File: src/rtl/core_reg_debug_port.sv
// Debug read responder: answers (core, register) queries over a valid/ready channel by reading the
// selected core's register file through its debug read port. Define CORE_DBG_CHECK_EN for expected-value compare.
module core_reg_debug_port #(
   parameter int NUM_CORES = 4,
   parameter int XLEN      = 32,
   parameter int RD_LAT    = 1
) (
   input  logic                      clk,
   input  logic                      rst,
   input  logic                      req_valid,
   output logic                      req_ready,
   input  logic [1:0]                req_core,
   input  logic [4:0]                req_reg,
   output logic                      rsp_valid,
   input  logic                      rsp_ready,
   output logic [XLEN-1:0]           rsp_data,
   output logic [1:0]                rsp_core,
   output logic [4:0]                rsp_reg,
   output logic                      rsp_err,
   output logic [NUM_CORES-1:0]      dbg_rd_en,
   output logic [4:0]                dbg_rd_addr,
   input  logic [NUM_CORES*XLEN-1:0] dbg_rd_data
`ifdef CORE_DBG_CHECK_EN
   ,
   input  logic [XLEN-1:0]           req_expect,
   output logic                      rsp_match,
   output logic [15:0]               mismatch_cnt
`endif
);

   localparam logic [1:0] ST_IDLE  = 2'd0;
   localparam logic [1:0] ST_ISSUE = 2'd1;
   localparam logic [1:0] ST_WAIT  = 2'd2;
   localparam logic [1:0] ST_RESP  = 2'd3;

   localparam logic [2:0] CNT_LOAD    = 3'(RD_LAT - 1);
   localparam logic [2:0] NUM_CORES_W = 3'(NUM_CORES);

   function automatic logic [NUM_CORES-1:0] core_onehot(input logic [1:0] core);
      logic [NUM_CORES-1:0] oh;
      oh = '0;
      for (int i = 0; i < NUM_CORES; i++) begin
         oh[i] = (core == 2'(i));
      end
      return oh;
   endfunction

   logic [1:0]           state_q, state_d;
   logic [2:0]           cnt_q, cnt_d;
   logic [1:0]           core_q, core_d;
   logic [4:0]           reg_q, reg_d;
   logic                 rsp_valid_q, rsp_valid_d;
   logic [XLEN-1:0]      rsp_data_q, rsp_data_d;
   logic                 rsp_err_q, rsp_err_d;
   logic [NUM_CORES-1:0] dbg_rd_en_q, dbg_rd_en_d;
   logic [4:0]           dbg_rd_addr_q, dbg_rd_addr_d;
   logic [XLEN-1:0]      rd_slice_s;
   logic                 bad_core_s;
`ifdef CORE_DBG_CHECK_EN
   logic [XLEN-1:0]      expect_q, expect_d;
   logic                 match_q, match_d;
   logic [15:0]          mm_cnt_q, mm_cnt_d;
`endif

   // Select the latched core's slice of the flat read-data bus.
   always_comb begin
      rd_slice_s = '0;
      for (int i = 0; i < NUM_CORES; i++) begin
         rd_slice_s = rd_slice_s | ({XLEN{core_q == 2'(i)}} & dbg_rd_data[i*XLEN +: XLEN]);
      end
   end

   assign bad_core_s = ({1'b0, req_core} >= NUM_CORES_W);

   // Next-state logic: one request in flight, x0 and missing cores answered without a read.
   always_comb begin
      state_d       = state_q;
      cnt_d         = cnt_q;
      core_d        = core_q;
      reg_d         = reg_q;
      rsp_valid_d   = rsp_valid_q;
      rsp_data_d    = rsp_data_q;
      rsp_err_d     = rsp_err_q;
      dbg_rd_en_d   = dbg_rd_en_q;
      dbg_rd_addr_d = dbg_rd_addr_q;
`ifdef CORE_DBG_CHECK_EN
      expect_d      = expect_q;
      match_d       = match_q;
      mm_cnt_d      = mm_cnt_q;
`endif
      case (state_q)
         ST_IDLE: begin
            if (req_valid) begin
               core_d     = req_core;
               reg_d      = req_reg;
               rsp_data_d = '0;
               rsp_err_d  = bad_core_s;
`ifdef CORE_DBG_CHECK_EN
               expect_d   = req_expect;
               match_d    = (req_expect == '0) && !bad_core_s;
`endif
               if (bad_core_s || (req_reg == 5'd0)) begin
                  state_d     = ST_RESP;
                  rsp_valid_d = 1'b1;
               end else begin
                  state_d       = ST_ISSUE;
                  dbg_rd_en_d   = core_onehot(req_core);
                  dbg_rd_addr_d = req_reg;
               end
            end else begin
               state_d = ST_IDLE;
            end
         end
         ST_ISSUE: begin
            dbg_rd_en_d = '0;
            cnt_d       = CNT_LOAD;
            state_d     = ST_WAIT;
         end
         ST_WAIT: begin
            // Count reaches zero in the cycle the register file presents its data.
            if (cnt_q == 3'd0) begin
               rsp_data_d  = rd_slice_s;
               rsp_valid_d = 1'b1;
               state_d     = ST_RESP;
`ifdef CORE_DBG_CHECK_EN
               match_d     = (rd_slice_s == expect_q);
`endif
            end else begin
               cnt_d = cnt_q - 3'd1;
            end
         end
         ST_RESP: begin
            if (rsp_ready) begin
               rsp_valid_d = 1'b0;
               state_d     = ST_IDLE;
`ifdef CORE_DBG_CHECK_EN
               if (!match_q && (mm_cnt_q != 16'hFFFF)) begin
                  mm_cnt_d = mm_cnt_q + 16'd1;
               end else begin
                  mm_cnt_d = mm_cnt_q;
               end
`endif
            end else begin
               state_d = ST_RESP;
            end
         end
         default: begin
            state_d     = ST_IDLE;
            rsp_valid_d = 1'b0;
            dbg_rd_en_d = '0;
         end
      endcase
   end

   // State and output registers with synchronous reset.
   always_ff @(posedge clk) begin
      if (rst) begin
         state_q       <= ST_IDLE;
         cnt_q         <= 3'd0;
         core_q        <= 2'd0;
         reg_q         <= 5'd0;
         rsp_valid_q   <= 1'b0;
         rsp_data_q    <= '0;
         rsp_err_q     <= 1'b0;
         dbg_rd_en_q   <= '0;
         dbg_rd_addr_q <= 5'd0;
`ifdef CORE_DBG_CHECK_EN
         expect_q      <= '0;
         match_q       <= 1'b0;
         mm_cnt_q      <= 16'd0;
`endif
      end else begin
         state_q       <= state_d;
         cnt_q         <= cnt_d;
         core_q        <= core_d;
         reg_q         <= reg_d;
         rsp_valid_q   <= rsp_valid_d;
         rsp_data_q    <= rsp_data_d;
         rsp_err_q     <= rsp_err_d;
         dbg_rd_en_q   <= dbg_rd_en_d;
         dbg_rd_addr_q <= dbg_rd_addr_d;
`ifdef CORE_DBG_CHECK_EN
         expect_q      <= expect_d;
         match_q       <= match_d;
         mm_cnt_q      <= mm_cnt_d;
`endif
      end
   end

   assign req_ready   = (state_q == ST_IDLE) && !rst;
   assign rsp_valid   = rsp_valid_q;
   assign rsp_data    = rsp_data_q;
   assign rsp_core    = core_q;
   assign rsp_reg     = reg_q;
   assign rsp_err     = rsp_err_q;
   assign dbg_rd_en   = dbg_rd_en_q;
   assign dbg_rd_addr = dbg_rd_addr_q;
`ifdef CORE_DBG_CHECK_EN
   assign rsp_match    = match_q;
   assign mismatch_cnt = mm_cnt_q;
`endif

endmodule

File: config.mk
export PLATFORM = sky130hd
export DESIGN_NAME = core_reg_debug_port
export DESIGN_NICKNAME = d
export VERILOG_FILES = /design/src/rtl/core_reg_debug_port.sv
export SDC_FILE = /design/constraint.sdc
export NUM_CORES = 1
export LEC_CHECK = 0
export CAP_MARGIN = 20
export CORE_UTILIZATION = 36
export DETAILED_ROUTE_END_ITERATION = 10
export PLACE_DENSITY = 0.82
export RECOVER_POWER = 50
export SLEW_MARGIN = 5
export SYNTH_ARGS = -nofsm -noshare
export SYNTH_HDL_FRONTEND = slang
export SYNTH_SLANG_ARGS = --single-unit
export TNS_END_PERCENT = 50
File: constraint.sdc
create_clock -name clk -period 2.5 [get_ports clk]
set_clock_uncertainty 0.05 [all_clocks]
set_input_delay 0.75 -clock clk [delete_from_list [all_inputs] [get_ports clk]]
set_output_delay 0.75 -clock clk [all_outputs]
set_load 0.05 [all_outputs]
==> metrics.cfg <==
[clocking]
htree_num_levels=2
post_cts_buffers=0
cts_tree=yes
path_clk_slew_ps=100
cts-root-buf=clkbuf_8
clockBufferDepth=2
clock-sinks=54
clk_latency_ps=310
cts_inserted_buffers=5

[cells_and_area]
largest_register_ffs=32
final_nets=554
final_area_mm2=0.00484
finish.utilization_pct=66.1
num_antenna_cells=0
syn_to_final_growth_pct=75.1
drive_gt1_share_pct=14.5

[floorplanning]
core.rowCount=31
coreArea_mm2=0.00733
start_util_pct=37.7
die_area_mm2=0.00804
io_pins=190
die-height_um=89.7
die_w_um=89.7

[timing]
period_minus_slack_ps=2450
finalSetupViolations=0
tightest_slew_ps=847
slew_headroom_pct=43.3
holdWs_ps=417
fin_ws_ps=48.6
rsz0062_at_grt=false
finalHoldViolCount=0
max_freq_mhz=408
fin_crit_sh_pct=98.1
maxSlewViolCount=0

[synthesis]
syn_nets=371
synth_fa_ha_area_share_pct=0.905
synth_seq_cells=54
synth_top_family_by_area=multiplexers
synth_edf_count=0
synth_cell_types=38
synthMuxAreaShare_pct=27.9
synth_ff_type=dfxtp_1
async_reset_ff_share_pct=0
synthXorXnorAreaFrac_pct=0
synth_compound_area_share_pct=16.6
yosys.area_share.simple_pct=10.3
syn_inst=230
syn_area_per_cell_um2=12.0
synth_area_mm2=0.00277
yosysSeqAreaShare_pct=39.1
ys_warn_count=0

[outcome]
status=completed

[hold_path]
holdPathEnd=rsp_reg[0]
hp-class=reg -> reg
min_from=rsp_reg[0]
hold_depth=2

[worst_setup_path]
crit_slowest_cell=clkdlybuf4s50_1
crit_chain=clkdlybuf4s50_1, nor3_4, buf_12
worst-setup-path-type=in -> out
required_ps=1700
crit_buf_inv=2
worstReg2RegEnd=rsp_data[20]
cp-start-kind=input port
cp_max_fo=3
path_delay_family=buffers and inverters
max_stage_delay_ps=530
crit_arrival_ps=1650
cp-end-kind=output port
reg2reg_depth=4
crit-reg2reg-launch=state_q[1]
rrSetupSlack_ps=320

[grt]
grt_usage_pct=20.9
grt_overflow=0
antenna_found_initial=0
grt_max_degree=33
grt_pass1_vias=2590
grt_pass1_wl_um=12600

[placement]
place_area_mm2=0.00480
detailed_place_hpwl_um=6960
gp_congestion=0.752
port-buffer-count=188
pre_cts_slack_ps=-36.2

[routing]
drt-wirelength-per-cell_um=17.1
ant_nets=0
drc_errors=0
route.met3.wl_um=793
avgViaCountPerCell=5.17
met1_length_um=3300
vias=2652
highest-signal-layer=met4
first_pass_iters=4
drt-initial-drc-count=76
routed_wl_um=8770
wl_met2_um=4570

[power_and_ir_drop]
ir_drop_mv=0.356
p_switching_uw=706
report.power.total_mw=2.23
power_frac_comb_pct=35.2
powerDensity_mw_per_mm2=461
internal-power_mw=1.53
p_clk_share_pct=22.0
switching_share_pct=31.6
seqPwrFrac_pct=42.7
p_leak_nw=1.74

[job]
max_cap_viol_count=0

[power by group through the flow]
stage               combinational, mW  sequential, mW  clock, mW
global route                    0.831           0.963      0.551
global placement                0.796           0.972          0
detailed placement              0.807           0.973          0
CTS                             0.810           0.954      0.501
floorplan                       0.273            1.12          0
finish                          0.787           0.954      0.492
[cell type report]
cell class	count	area, um2
Fill cell	533	2490
Clock inverter	3	21.3
Inverter	6	22.5
Tap cell	99	124
Sequential cell	54	1080
Multi-Input combinational cell	147	1560
Timing Repair Buffer	199	1970
Clock buffer	5	68.8
[worst max-delay path by stage]
stage	from	end	slack, ps	depth (start not counted)
3_5_place_dp	rst	rsp_data[20]	-40	4
3_3_place_gp	rst	rsp_data[25]	30	4
4_1_cts	rst	req_ready	30	3
2_1_floorplan	rst	req_ready	140	2
6_report	rst	req_ready	50	3
5_1_grt	rst	rsp_data[20]	10	5
[synth_stat cells, types with 3 or more instances]
library cell | n | area share [%]
nand2b_1 | 5 | 1.1
nor3_1 | 4 | 0.72
o22ai_1 | 5 | 1.1
o211ai_1 | 3 | 0.81
dfxtp_1 | 54 | 39
buf_2 | 12 | 2.2
clkbuf_1 | 6 | 0.81
inv_1 | 6 | 0.81
a21oi_1 | 13 | 2.4
a22o_1 | 32 | 10
nand2_1 | 17 | 2.3
mux2i_1 | 4 | 1.4
mux4_2 | 32 | 26
nand3b_1 | 4 | 1.1
o21ai_0 | 4 | 0.72
[worst register-to-register path, cell delays in order, from the launching register on]
cell,delay (ps)
dfxtp_1,640
inv_1,250
nor4b_4,800
buf_12,240
a22o_1,150
[kinds of logic after synthesis]
kind of cell	Yosys count
buf+inv	29
mux	37
simple gates	46
compound gates	61
flops	54
other cells	1
fa+ha+maj	2
[placed cells by master, fill, tap and decap left out, drive strengths merged]
master / instances
mux2i: 4
buf: 8
conb: 1
and2: 3
ha: 2
a21oi: 15
clkinv: 2
or4bb: 2
or3: 1
nor4b: 1
a22o: 32
o211ai: 3
or3b: 1
dlygate4sd3: 15
nand2b: 5
or2b: 1
mux2: 1
nor3: 4
nand4: 1
nand3: 2
clkinvlp: 1
nand2: 17
mux4: 32
or4b: 1
nor4: 1
o22ai: 5
a221oi: 1
dfxtp: 54
inv: 6
a21o: 1
clkdlybuf4s50: 170
o21ai: 4
nand3b: 4
nor3b: 1
nand4b: 1
clkbuf: 11
[layer usage]
layer	vias to the layer above	GRT usage, %
met5	-	0
met4	0	5.63
met2	108	39.5
met1	1267	22.9
li1	1267	-
met3	10	5.58
[per-stage QoR]
step,cells,TNS [ps]
finish,513,0
global route,513,0
CTS,513,0
detailed placement,505,-388
global placement,505,0
floorplan,230,0
[what timing repair did]
| item | in CTS | in global routing |
|---|---|---|
| hold buffers | 0 | 0 |
| resized for setup | 0 | 1 |
| setup endpoints to repair | 0 | 1 |
Note: power is estimated with default switching activity, not from simulation.
==> edit 1, RTL diff (same flow settings) <==
Build with the macro `CORE_DBG_CHECK_EN` defined.
--- a/src/rtl/core_reg_debug_port.sv
+++ b/src/rtl/core_reg_debug_port.sv
@@ -2,2 +2,4 @@
 // selected core's register file through its debug read port. Define CORE_DBG_CHECK_EN for expected-value compare.
+`define CORE_DBG_CHECK_EN
+
 module core_reg_debug_port #(
Ports: changed (added mismatch_cnt, req_expect and rsp_match); port bits go from 190 to 239. No check against the original RTL was run, so the function may have changed too.
==> edit 1 against the original RTL <==
Final area up 73%. Synthesized area grew 92%. Largest power group unchanged. Wire length rose by 110%. Worst setup slack gained 0.031 ns. Power is 110% higher. Sequential cell count is 49 higher. Utilization fell by 8.1 points. Non-clock buffer count is 85 higher.
==> edit 1: results (changes against the original RTL) <==
stage,metric,value,unit,change
worst_setup_path,crit-path leading delay family,buffers and inverters,,unchanged
global_routing,GRT Overall Usage,23.2,%,was 20.9%
hold_path,Hold Crit Class,flip-flop to flip-flop,,unchanged
worst_setup_path,CP Data Arrival Time,1.62,ns,was 1.65 ns
drt,Pre-antenna DRT Iters,5,,was 4
drt,first-iteration detailed-routing DRC count,423,,was 76
clock_tree,post-CTS sizing,0,,unchanged
global_routing,number of global-route vias before repair,5091,,was 2590
place,Cells after DPL,1027,,was 505
clock_tree,CTS buffer count,9,,was 5
global_routing,largest net degree at the start of global routing,45,,was 33
sta,worst slew pin tran,0.795,ns,was 0.847 ns
layout,share of layout cells above drive strength 1,11.5,%,was 14.5%
place,port bufs,237,,was 188
worst_setup_path,max incr delay on CP,0.85,ns,was 0.53 ns
clock_tree,Clock Tree Root,clkbuf_16,,was clkbuf_8
clock_tree,clk_lat worst skew,0.35,ns,was 0.31 ns
clock_tree,"Reg clk slew, reported paths",0.07,ns,was 0.10 ns
layout,Fill cells,1288,,was 533
worst_setup_path,R2R Setup Slk,0.15,ns,was 0.32 ns
run_status,status,"complete, no violations",,unchanged
place,Final Wtd Congestion,0.865,,was 0.752
global_routing,first-pass GRT wire length,26500,um,was 12600 um
synth,sequential share of the synthesized area,38.8,%,was 39.1%
drt,via count,5524,,was 2652
synth,Synth area leaders,"dfxtp_1 39%, mux4_2 9.3%, nand2_1 7.3%",,"was dfxtp_1 39%, mux4_2 26%, a22o_1 10%"
synth,Ys Warns,0,,unchanged
drt,vias per cell,5.30,,was 5.17
place,post-placement cell area,0.00812,sq mm,was 0.00480 sq mm
worst_setup_path,Crit-path slowest cell,clkdlybuf4s50_1,,unchanged
global_routing,initial antenna violation count,0,,unchanged
power,Max rail drop VDD,0.472,mV,was 0.356 mV
synth,Netlist cell types,52,,was 38
clock_tree,number of H-tree levels,3,,was 2
worst_setup_path,CP max FO,6,,was 3
synth,Post-Synthesis Net Count,776,,was 371
synth,Cells after Synth,602,,was 230
drt,final wirelength,18000,um,was 8770 um
synth,Synth top cells by count,"104 x nand2_1, 103 x dfxtp_1, 65 x nor2_1, 55 x a21oi_1, 31 x clkbuf_1",,"was 54 x dfxtp_1, 32 x a22o_1, 32 x mux4_2, 17 x nand2_1, 13 x a21oi_1"
place,HPWL after DPL,14300,um,was 6960 um
power,Static Leakage,3.02,nW,was 1.74 nW
[edit 1: cell count changes after synthesis, sizes merged, moves of 25 or more]
cell	unedited run	this run
nand2	17	104
nor2	0	65
dfxtp	54	103
a21oi	15	55
a22o	32	0
a22oi	0	29
clkbuf	6	31
[edit 1: path summary, 6_finish.rpt]
path / to / start / cells after the start
worst max-delay path: mismatch_cnt[10] / mismatch_cnt[10] / 1
worst min-delay path: dbg_rd_en[3] / dbg_rd_en[3] / 2
worst max register to register: rsp_match / rsp_core[0] / 7
worst min register to register: dbg_rd_en[3] / dbg_rd_en[3] / 2
[edit 1: layer usage]
layer	wire (um)	vias up	global-route usage (%)
li1	-	2640	-
met1	7940	2620	31.3
met2	8340	239	36.5
met3	1430	25	6.00
met4	322	0	6.25
met5	0	-	0
[edit 1: power by group]
group          internal (mW)  switching, mW  leakage (nW)
clock                  0.814          0.641         0.151
combinational          0.663          0.717          2.03
sequential              1.74         0.0813         0.840
total                   3.22           1.44          3.02
[edit 1: cell families after synthesis]
| kind of cell | count (synthesis) | share of synthesized area [%] |
|---|---|---|
| other | 1 | 0.0706 |
| AO/OA/AOI/OAI | 114 | 13.6 |
| adder cells (fa/ha/maj) | 3 | 0.707 |
| AND/OR/NAND/NOR | 241 | 20.7 |
| multiplexers | 48 | 14.5 |
| flip-flops | 103 | 38.8 |
| buffers and inverters | 51 | 4.83 |
| XOR/XNOR | 41 | 6.76 |
[edit 1: final cells by class]
class | instances | area share [%]
inverters | 8 | 0.358
well taps | 184 | 2.74
flip-flops and latches | 103 | 24.6
repair buffers | 284 | 33.0
clock inverters | 5 | 0.730
multi-input cells | 448 | 35.7
clock buffers | 11 | 2.89
[edit 1: stage by stage]
stage / utilization [%] / hold WS, ns / TNS [ns] / worst slack (ns)
finish: 58.0 / 0.409 / 0 / 0.0798
global route: 58.0 / 0.438 / 0 / 0.0190
CTS: 58.2 / 0.411 / 0 / 0.0278
detailed placement: 56.1 / 0.400 / -0.911 / -0.311
global placement: 56.1 / 0.391 / -0.683 / -0.272
floorplan: - / 0.394 / 0 / 0.159
==> edit 2, RTL diff (same flow settings) <==
Without the edit above. Put one more register stage on the output `dbg_rd_addr`, with the module's reset. The value now appears one clock later. The other outputs are not delayed to match.
--- a/src/rtl/core_reg_debug_port.sv
+++ b/src/rtl/core_reg_debug_port.sv
@@ -196,3 +196,9 @@
    assign dbg_rd_en   = dbg_rd_en_q;
-   assign dbg_rd_addr = dbg_rd_addr_q;
+   always_ff @(posedge clk) begin
+      if (rst) begin
+         dbg_rd_addr <= '0;
+      end else begin
+         dbg_rd_addr <= dbg_rd_addr_q;
+      end
+   end
 `ifdef CORE_DBG_CHECK_EN
Formal check against the unedited RTL: not equivalent (Yosys sat finds a counterexample within 4 cycles, from zero or initial values and one cycle with rst high).
==> edit 2 against the original RTL <==
Critical path type unchanged. Combinational power up 1%. Via count rose by 4.2%. Power rose by 22%. Final area grew 5.2%. Synthesized area is 4.4% higher. Cell count grew 4.1%. Worst setup slack better by 0.10 ns. Hold slack got worse by 0.012 ns. Count of clock-buffer cells in the layout increased by 5. Sequential share of layout area increased by 0.85 points. Sequential cell count rose by 5. Wire length up 5.1%. Sequential power increased by 8%.
==> edit 2: results (changes against the original RTL) <==
stage,metric,value,unit,change
run_status,status,"complete, no violations",,unchanged
global_routing,first-pass GRT wire length,14300,um,was 12600 um
layout,Inverters excl. clock,11,,was 6
drt,first-iteration detailed-routing DRC count,86,,was 76
sta,max frequency,426,MHz,was 408 MHz
clock_tree,"Reg clk slew, reported paths",0.08,ns,was 0.10 ns
worst_setup_path,worst reg2reg startpoint,cnt_q[0],,was state_q[1]
power,Sw Pwr,0.799,mW,was 0.706 mW
worst_setup_path,R2R Setup Slk,0.55,ns,was 0.32 ns
layout,"Non-clock buffers, area share",39.2,%,was 40.6%
layout,clock buf count,10,,was 5
synth,mean cell area of the mapped netlist,12.0,sq um,about the same
synth,Synth top cells by count,"59 x dfxtp_1, 32 x a22o_1, 32 x mux4_2, 17 x nand2_1, 13 x a21oi_1",,"was 54 x dfxtp_1, 32 x a22o_1, 32 x mux4_2, 17 x nand2_1, 13 x a21oi_1"
synth,Post-Synthesis Net Count,381,,was 371
layout,Seq area share,23.2,%,was 22.3%
layout,post-layout net count,568,,was 554
global_routing,number of global-route vias before repair,2879,,was 2590
drt,vias per cell,5.17,,about the same
power,Max rail drop VDD,0.293,mV,was 0.356 mV
layout,fin area,0.00510,sq mm,was 0.00484 sq mm
drt,via count,2763,,was 2652
power,Clock Power,0.890,mW,was 0.492 mW
hold_path,Hold Crit Endpoint,dbg_rd_addr[3],,was rsp_reg[0]
power,Static Leakage,1.86,nW,was 1.74 nW
place,Final Wtd Congestion,0.710,,was 0.752
hold_path,hold_sp,dbg_rd_addr_q[3],,was rsp_reg[0]
global_routing,GRT Overall Usage,21.9,%,was 20.9%
synth,Synth area leaders,"dfxtp_1 41%, mux4_2 25%, a22o_1 9.7%",,"was dfxtp_1 39%, mux4_2 26%, a22o_1 10%"
worst_setup_path,max incr delay on CP,0.43,ns,was 0.53 ns
place,HPWL after DPL,7110,um,was 6960 um
layout,share of layout cells above drive strength 1,15.5,%,was 14.5%
worst_setup_path,CP max FO,2,,was 3
worst_setup_path,Reg2Reg Depth,7,,was 4
sta,WHS,0.405,ns,was 0.417 ns
global_routing,largest net degree at the start of global routing,34,,was 33
drt,final wirelength,9220,um,was 8770 um
## edit 2: metal layers
layer | global-route usage (%) | part of all wire [%]
met3 | 4.94 | 7.0
met1 | 24.8 | 40
met2 | 40.9 | 53
met5 | 0 | 0
met4 | 5.56 | 0.73
## edit 2: worst register-to-register path, stage by stage, from the launching register on
cell,delay [ns]
dfxtp_1,0.37
inv_1,0.06
ha_1,0.20
ha_1,0.30
mux2_2,0.34
a21oi_2,0.19
buf_12,0.21
a22o_1,0.17
## edit 2: cells by family after synthesis
| family | Yosys count | share of synthesized area [%] |
|---|---|---|
| DFF | 59 | 40.9 |
| buffers and inverters | 34 | 5.68 |
| muxes | 37 | 26.7 |
| adders and majority gates | 2 | 0.866 |
| AOI/OAI and AO/OA | 61 | 15.9 |
| and+or+nand+nor | 46 | 9.75 |
| other | 1 | 0.130 |
